===== src/rtl/food_spawner.sv =====
// Turns the free-running random word into a legal food cell, checking snake occupancy through a 1-cycle query port.
// Optional linear fallback search after MAX_TRIES random misses: define FOOD_FALLBACK_SCAN_EN.
module food_spawner #(
    parameter int GRID_W    = 30,
    parameter int GRID_H    = 15,
    parameter int X_BITS    = 5,
    parameter int Y_BITS    = 4,
    parameter int MAX_TRIES = 8
) (
    input  logic              clk,
    input  logic              rst_n,
    input  logic [8:0]        rand_num,
    input  logic              spawn_req,
    output logic              busy,
    output logic              occ_rd,
    output logic [8:0]        occ_addr,
    input  logic              occ_hit,
    output logic [X_BITS-1:0] food_x,
    output logic [Y_BITS-1:0] food_y,
    output logic              food_valid,
    output logic              spawn_fail
);

    typedef enum logic [2:0] {
        S_IDLE,
        S_CAND,
        S_WAIT
`ifdef FOOD_FALLBACK_SCAN_EN
        , S_SCAN_Q,
        S_SCAN_W
`endif
    } state_t;

    state_t            r_state;
    logic [8:0]        r_cand;
    logic [7:0]        r_tries;
    logic              r_ph;
    logic              r_occ_rd;
    logic [8:0]        r_occ_addr;
    logic [X_BITS-1:0] r_food_x;
    logic [Y_BITS-1:0] r_food_y;
    logic              r_food_valid;
    logic              r_spawn_fail;

    logic [X_BITS-1:0] w_cand_x;
    logic [Y_BITS-1:0] w_cand_y;
    logic              w_in_bounds;
    logic [8:0]        w_cand_addr;
    logic [7:0]        w_tries_inc;
    logic              w_exhaust;

    assign w_cand_x    = r_cand[X_BITS-1:0];
    assign w_cand_y    = r_cand[8:X_BITS];
    assign w_in_bounds = (int'(w_cand_x) < GRID_W) && (int'(w_cand_y) < GRID_H);
    assign w_cand_addr = 9'(int'(w_cand_y) * GRID_W + int'(w_cand_x));
    // The try counter saturates so a large MAX_TRIES can never wrap past the limit.
    assign w_tries_inc = (r_tries == 8'hFF) ? 8'hFF : r_tries + 8'd1;
    assign w_exhaust   = (w_tries_inc >= 8'(MAX_TRIES));

`ifdef FOOD_FALLBACK_SCAN_EN
    localparam int CELLS = GRID_W * GRID_H;
    localparam int PW    = 9 + X_BITS + Y_BITS;

    logic              r_last_vld;
    logic [8:0]        r_last_addr;
    logic [X_BITS-1:0] r_last_x;
    logic [Y_BITS-1:0] r_last_y;
    logic [8:0]        r_idx;
    logic [X_BITS-1:0] r_sx;
    logic [Y_BITS-1:0] r_sy;
    logic [8:0]        r_scan_cnt;

    logic [8:0]        w_start_idx;
    logic [X_BITS-1:0] w_start_x;
    logic [Y_BITS-1:0] w_start_y;
    logic [8:0]        w_step_idx;
    logic [X_BITS-1:0] w_step_x;
    logic [Y_BITS-1:0] w_step_y;

    // The scan index travels with its (x,y) so the free cell is known without a divider.
    function automatic logic [PW-1:0] next_cell(input logic [8:0]        idx,
                                                input logic [X_BITS-1:0] x,
                                                input logic [Y_BITS-1:0] y);
        if (int'(idx) == CELLS - 1)
            return '0;
        else if (int'(x) == GRID_W - 1)
            return {idx + 9'd1, {X_BITS{1'b0}}, y + Y_BITS'(1)};
        else
            return {idx + 9'd1, x + X_BITS'(1), y};
    endfunction

    assign {w_start_idx, w_start_x, w_start_y} =
        r_last_vld ? next_cell(r_last_addr, r_last_x, r_last_y)
                   : next_cell(9'd0, {X_BITS{1'b0}}, {Y_BITS{1'b0}});
    assign {w_step_idx, w_step_x, w_step_y} = next_cell(r_idx, r_sx, r_sy);
`endif

    always_ff @(posedge clk or negedge rst_n) begin
        if (!rst_n) begin
            r_state      <= S_IDLE;
            r_cand       <= '0;
            r_tries      <= '0;
            r_ph         <= 1'b0;
            r_occ_rd     <= 1'b0;
            r_occ_addr   <= '0;
            r_food_x     <= '0;
            r_food_y     <= '0;
            r_food_valid <= 1'b0;
            r_spawn_fail <= 1'b0;
`ifdef FOOD_FALLBACK_SCAN_EN
            r_last_vld   <= 1'b0;
            r_last_addr  <= '0;
            r_last_x     <= '0;
            r_last_y     <= '0;
            r_idx        <= '0;
            r_sx         <= '0;
            r_sy         <= '0;
            r_scan_cnt   <= '0;
`endif
        end else begin
            r_occ_rd     <= 1'b0;
            r_occ_addr   <= '0;
            r_spawn_fail <= 1'b0;
            case (r_state)
                S_IDLE: begin
                    if (spawn_req) begin
                        r_cand       <= rand_num;
                        r_tries      <= '0;
                        r_food_valid <= 1'b0;
                        r_state      <= S_CAND;
`ifdef FOOD_FALLBACK_SCAN_EN
                        r_last_vld   <= 1'b0;
`endif
                    end
                end
                S_CAND: begin
                    if (w_in_bounds) begin
                        r_occ_rd   <= 1'b1;
                        r_occ_addr <= w_cand_addr;
                        r_ph       <= 1'b0;
                        r_state    <= S_WAIT;
`ifdef FOOD_FALLBACK_SCAN_EN
                        r_last_vld  <= 1'b1;
                        r_last_addr <= w_cand_addr;
                        r_last_x    <= w_cand_x;
                        r_last_y    <= w_cand_y;
`endif
                    end else begin
                        r_tries <= w_tries_inc;
                        if (w_exhaust) begin
`ifdef FOOD_FALLBACK_SCAN_EN
                            r_idx      <= w_start_idx;
                            r_sx       <= w_start_x;
                            r_sy       <= w_start_y;
                            r_scan_cnt <= '0;
                            r_occ_rd   <= 1'b1;
                            r_occ_addr <= w_start_idx;
                            r_state    <= S_SCAN_Q;
`else
                            r_spawn_fail <= 1'b1;
                            r_state      <= S_IDLE;
`endif
                        end else begin
                            r_cand <= rand_num;
                        end
                    end
                end
                S_WAIT: begin
                    // First WAIT cycle covers the query in flight; the second samples the answer.
                    if (!r_ph) begin
                        r_ph <= 1'b1;
                    end else if (!occ_hit) begin
                        r_food_x     <= w_cand_x;
                        r_food_y     <= w_cand_y;
                        r_food_valid <= 1'b1;
                        r_state      <= S_IDLE;
                    end else begin
                        r_tries <= w_tries_inc;
                        if (w_exhaust) begin
`ifdef FOOD_FALLBACK_SCAN_EN
                            r_idx      <= w_start_idx;
                            r_sx       <= w_start_x;
                            r_sy       <= w_start_y;
                            r_scan_cnt <= '0;
                            r_occ_rd   <= 1'b1;
                            r_occ_addr <= w_start_idx;
                            r_state    <= S_SCAN_Q;
`else
                            r_spawn_fail <= 1'b1;
                            r_state      <= S_IDLE;
`endif
                        end else begin
                            r_cand  <= rand_num;
                            r_state <= S_CAND;
                        end
                    end
                end
`ifdef FOOD_FALLBACK_SCAN_EN
                S_SCAN_Q: begin
                    r_state <= S_SCAN_W;
                end
                S_SCAN_W: begin
                    if (!occ_hit) begin
                        r_food_x     <= r_sx;
                        r_food_y     <= r_sy;
                        r_food_valid <= 1'b1;
                        r_state      <= S_IDLE;
                    end else if (int'(r_scan_cnt) == CELLS - 1) begin
                        r_spawn_fail <= 1'b1;
                        r_state      <= S_IDLE;
                    end else begin
                        r_scan_cnt <= r_scan_cnt + 9'd1;
                        r_idx      <= w_step_idx;
                        r_sx       <= w_step_x;
                        r_sy       <= w_step_y;
                        r_occ_rd   <= 1'b1;
                        r_occ_addr <= w_step_idx;
                        r_state    <= S_SCAN_Q;
                    end
                end
`endif
                default: begin
                    r_state <= S_IDLE;
                end
            endcase
        end
    end

    assign busy       = (r_state != S_IDLE);
    assign occ_rd     = r_occ_rd;
    assign occ_addr   = r_occ_addr;
    assign food_x     = r_food_x;
    assign food_y     = r_food_y;
    assign food_valid = r_food_valid;
    assign spawn_fail = r_spawn_fail;

endmodule


===== config.mk =====
export PLATFORM = sky130hd
export DESIGN_NAME = food_spawner
export DESIGN_NICKNAME = d
export VERILOG_FILES = /design/src/rtl/food_spawner.sv
export SDC_FILE = /design/constraint.sdc
export NUM_CORES = 1
export LEC_CHECK = 0
export BUFFER_PORTS_ARGS = -buffer_cell sky130_fd_sc_hd__buf_2
export CAP_MARGIN = 20
export CORE_MARGIN = 2
export CORE_UTILIZATION = 30
export DETAILED_ROUTE_END_ITERATION = 8
export PLACE_DENSITY = 0.55
export SYNTH_ARGS = -nofsm -noshare
export SYNTH_HDL_FRONTEND = slang
export SYNTH_SLANG_ARGS = --single-unit

===== constraint.sdc =====
create_clock -name clk -period 3.9 [get_ports clk]
set_input_delay 0.195 -clock clk [delete_from_list [all_inputs] [get_ports clk]]
set_output_delay 0.195 -clock clk [all_outputs]
set_load 0.005 [all_outputs]

== Word level (Yosys, flattened, before mapping) ==
Cells that the tools add are included.
Operators by class
  add/sub/neg operators: 2
  multipliers: 1
  magnitude comparators: 3
  equal/unequal tests: 10
  muxes and demuxes: 34
  bitwise gates (word level): 1
  reductions and logical operators: 11
Operators by type and width (count)
  $mux 9: 7
  $mux 8: 5
  $pmux 9 s3: 1
  $pmux 8 s3: 1
  $mux 1: 12
  $mux 3: 4
  $ne 2x2->1 const B: 6
  $add 9x5->9: 1
  $pmux 3 s3: 1
  $add 8x1->8 const B: 1
  $eq 8x8->1 const B: 1
  $ge 8x4->1 const B: 1
  $mul 4x4->8 const B: 1
  $pmux 1 s2: 3
  $reduce_and 3->1: 2
  $reduce_bool 3->1: 2
  $lt 5x5->1 const B: 1
  $reduce_and 5->1: 1
  $lt 4x4->1 const B: 1
  $reduce_and 4->1: 1
  $reduce_bool 2->1: 2
  $eq 3x1->1 const B: 1
  $eq 3x2->1 const B: 1
  $logic_not 3->1: 1
  other kinds (4): 4
Storage, ports and cells
  register bits after elaboration: 42
  input port bits: 13
  word-level logic and storage cells: 72

== Logic depth before layout (Yosys ltp) ==
  word-level depth: 7
  gate-level depth with buffers: 11

== Worst setup path before layout ==
OpenSTA, ideal clock, no wires.
  path type: register to register
  start: reg r_cand[5]
  end: reg r_occ_addr[7] (netlist: occ_addr[7])
  arrival: 2919 ps
  data required time: 3781 ps
  path slack: 862 ps
  cell stages (with the launch flop): 11
  buffers on the path: 0
  path through: dfrtp_1 fa_1 inv_1 fa_1 fa_1 inv_1 ha_1 a21oi_1 nor4_1 xnor2_1 and2_1
Between the ends
  longest elaborated chain between the ends: 4
  elaborated cells between the ends (all ways): 6
RTL lines
  start: declaration: line 35  | logic [8:0] r_cand;
  start signal: assignment: line 127  | r_cand <= rand_num;
  start signal: assignment: line 164  | r_cand <= rand_num;
  start signal: assignment: line 193  | r_cand <= rand_num;
  $mul 4x4->8 or $lt 4x4->1 (tied branches): line 55, 54
  $add 9x5->9 or $logic_and 1x1->1 (tied branches): line 55, 54
  $mux 9 *: line 137  | if (w_in_bounds) begin
  $mux 9 *: line 124  | case (r_state)
  end signal: assignment: line 139  | r_occ_addr <= w_cand_addr;
  end: declaration: line 39  | logic [8:0] r_occ_addr;
Every way passes the cells marked *; elsewhere a longest branch is shown, timed or not.
A chain may end at the register's enable or synchronous reset.

== Final worst setup path ==
  start: reg r_cand[5]
  end: reg r_occ_addr[8] (netlist: occ_addr[8])
The elaborated chain is that of the path after synthesis.

==> summary.md <==
| Metric | Value |
|---|---|
| Outcome | complete, no violations |
| Pins Over Slew Limit | 0 |
| First-pass GRT wire length | 8110 um |
| Nets | 298 |
| CP Launch Point | r_cand[5] |
| Yosys reg bits | 41 |
| RSZ-0062 raised after global routing | no |
| Synth unique cells | 41 |
| Synthesized cell area | 2370 um2 |
| Synthesized netlist cell count | 221 |
| Crit path time final | 3.26 ns |
| Pin count of the biggest net entering global routing | 42 |
| Worst Setup End Kind | flip-flop |
| Clock tree buffer depth | 2 |
| H-tree levels | 2 |
| Worst EP required | 4.14 ns |
| Async SR Flop Fraction | 100% |
| Largest family of logic cells by synthesized area | adder cells |
| EDFF count, synth | 0 |
| Full die area | 8630 um2 |
| Via count | 1,663 |
| Post-synth top flop | dfrtp_1 |
| Syn Area/Cell | 10.7 um2 |
| Setup Buffers After CTS | 0 |
| Worst Max-Slew Pin Slew | 0.917 ns |
| Vias in the first global route | 1,710 |
| FMAX | 306 MHz |
| Final Cycle Share | 83.7% |
| Multiplexer share of the synthesized area | 8.87% |
| Worst Hold Class | in -> async |
| Detail Route Antenna Nets | 0 |
| Post-synthesis sequential area ratio | 43.3% |
| Hpwl dp | 3610 um |
| Final hold violation count | 0 |
| Initial DRC Count | 37 |
| ANT cells | 0 |
| Post-CTS Resized | 0 |
| Clock Pin Slew Worst Setup and Hold Paths | 0.09 ns |
| Crit Path Category | reg -> reg |
| CTS tree | done |
| Vias per cell | 4.59 |
| Layout cell share with drive strength beyond 1 | 25.0% |
| Synth warn | 0 |
| # DRC | 0 |
| WL final | 4790 um |
| Synth top area share | 43.3% |
| Die width | 92.9 um |
| Setup tns final | 0 ns |
| Core area | 7690 um2 |
| DRT Pass-1 Iters | 4 |
| Syn_nets | 260 |
| Cells on worst reg2reg path | 10 |
| Critical Path Fanout Max | 5 |
| Die Ht | 92.9 um |
| Final setup violation count | 0 |
| CTS Sinks | 41 |
| Area Growth Syn to Fin | 17.1% |
| Compound-Gate Fraction of Synth Area | 13.9% |
| Slew HR | 38.9% |
| CP Data Arrival Time | 3.50 ns |
| Setup Skew | 0.0111 ns |
| Synth Area in Adders | 15.6% |
| Most frequent cell after synthesis | dfrtp_1 |
| Reg-to-Reg Start | r_cand[5] |
| Post-Synth XOR/XNOR Area | 2.59% |
| Crit start category | flip-flop |
| CTS Hold Bufs | 0 |
| Max_cap viols | 0 |
| CTS buffer count | 5 |
| I/O Buffers | 34 |
| Global placer's final weighted congestion | 0.815 |
| Num rows | 32 |
| Skew-Pair Late Insertion Delay | 0.30 ns |
| R2R setup slack | 0.64 ns |
| Simple-gate share of the synthesized area | 11.6% |
| Synth top area cells | dfrtp_1 (43%), ha_1 (11%), mux2_2 (7.6%) |
| Total track usage | 12.0% |
| Top cells by count, synth | dfrtp_1 (41), inv_1 (21), ha_1 (20) |
| Io pins | 35 |
| Root Driver | clkbuf_8 |
| Antenna violations before repair | 0 |
| Post-synth top area cell | dfrtp_1 |
| Gr ovfl total | 0 |
| WL per Instance | 13.2 um |
| Initial core utilization | 30.8% |
| Worst r2r dst | occ_addr[8] |
state kept, by name, indices dropped and copies added (netlist names):
name and flops:
occ_rd 1, spawn_fail 1, food_x 5, food_y 4, r_tries 8, food_valid 1, r_state 2, occ_addr 9
r_cand 9, r_ph 1
cell families (layout without fill, tap and decap cells):
family / after synthesis / in the layout
AO/OA/AOI/OAI: 48 / 48
XOR/XNOR: 7 / 7
adder cells (fa/ha/maj): 26 / 26
buffers and inverters: 26 / 65
flip-flops: 41 / 41
multiplexers: 19 / 19
AND/OR/NAND/NOR: 54 / 54
layer usage:
metal  up-vias  share of wire [%]  global-route usage [%]
li1        845                  -                       -
met4         0                1.5                    4.04
met1       782                 47                    15.2
met5         -                  0                       0
met2        30                 47                    20.0
met3         6                4.2                    3.09
worst max-delay path: stages (launching register included):
cell      delay (ns)
dfrtp_1         0.45
fa_1            0.58
inv_1           0.06
fa_1            0.54
inv_1           0.06
ha_1            0.17
a21oi_1         0.24
a21oi_1         0.13
or4_1           0.48
a2111o_1        0.42
nand2_1         0.07
how the worst max path moves through the flow:
stage | slack [ns] | to | cells after the start
CTS | 0.61 | occ_addr[7] | 10
global placement | 0.75 | occ_addr[7] | 10
floorplan | 0.86 | occ_addr[7] | 10
detailed placement | 0.66 | occ_addr[8] | 11
finish | 0.64 | occ_addr[8] | 10
global route | 0.47 | occ_addr[7] | 10
through the flow:
step / area (um2) / instances / hold slack, ns / setup slack (ns) / util [%]
floorplan: 2370 / 221 / -0.101 / 0.862 / -
global placement: 2660 / 354 / 0.390 / 0.751 / 34.6
detailed placement: 2660 / 354 / 0.388 / 0.658 / 34.6
CTS: 2780 / 362 / 0.0584 / 0.607 / 36.1
global route: 2780 / 362 / 0.0977 / 0.468 / 36.1
finish: 2780 / 362 / 0.0316 / 0.635 / 36.1
final cells by class:
cell class	instances	area (um2)
clock buffers	5	68.8
clock inverters	3	46.3
fillers	815	4910
inverters	22	82.6
multi-input cells	154	1250
flip-flops and latches	41	1030
well taps	102	128
repair buffers	35	178
cells in the final DEF, fill, tap and decap left out, drive strengths merged, types with 2 or more instances in the layout:
cell,Yosys,routed
and2,4,4
nand3b,3,3
and3,2,2
nand4,3,3
a21o,3,3
nor2,12,12
xor2,2,2
o21ai,10,10
buf,0,35
dfrtp,41,41
fa,6,6
a21oi,18,18
o211ai,2,2
inv,22,22
xnor2,5,5
mux2,16,16
nand3,4,4
nand2,17,17
a21boi,2,2
ha,20,20
a41oi,2,2
o22ai,2,2
mux2i,3,3
clkbuf,4,5
nand2b,2,2
o32ai,2,2
nor4,2,2
Power is left out: the tool's default activity adds up to more than one toggle a clock period on the data nets, which glitch-free logic cannot reach.
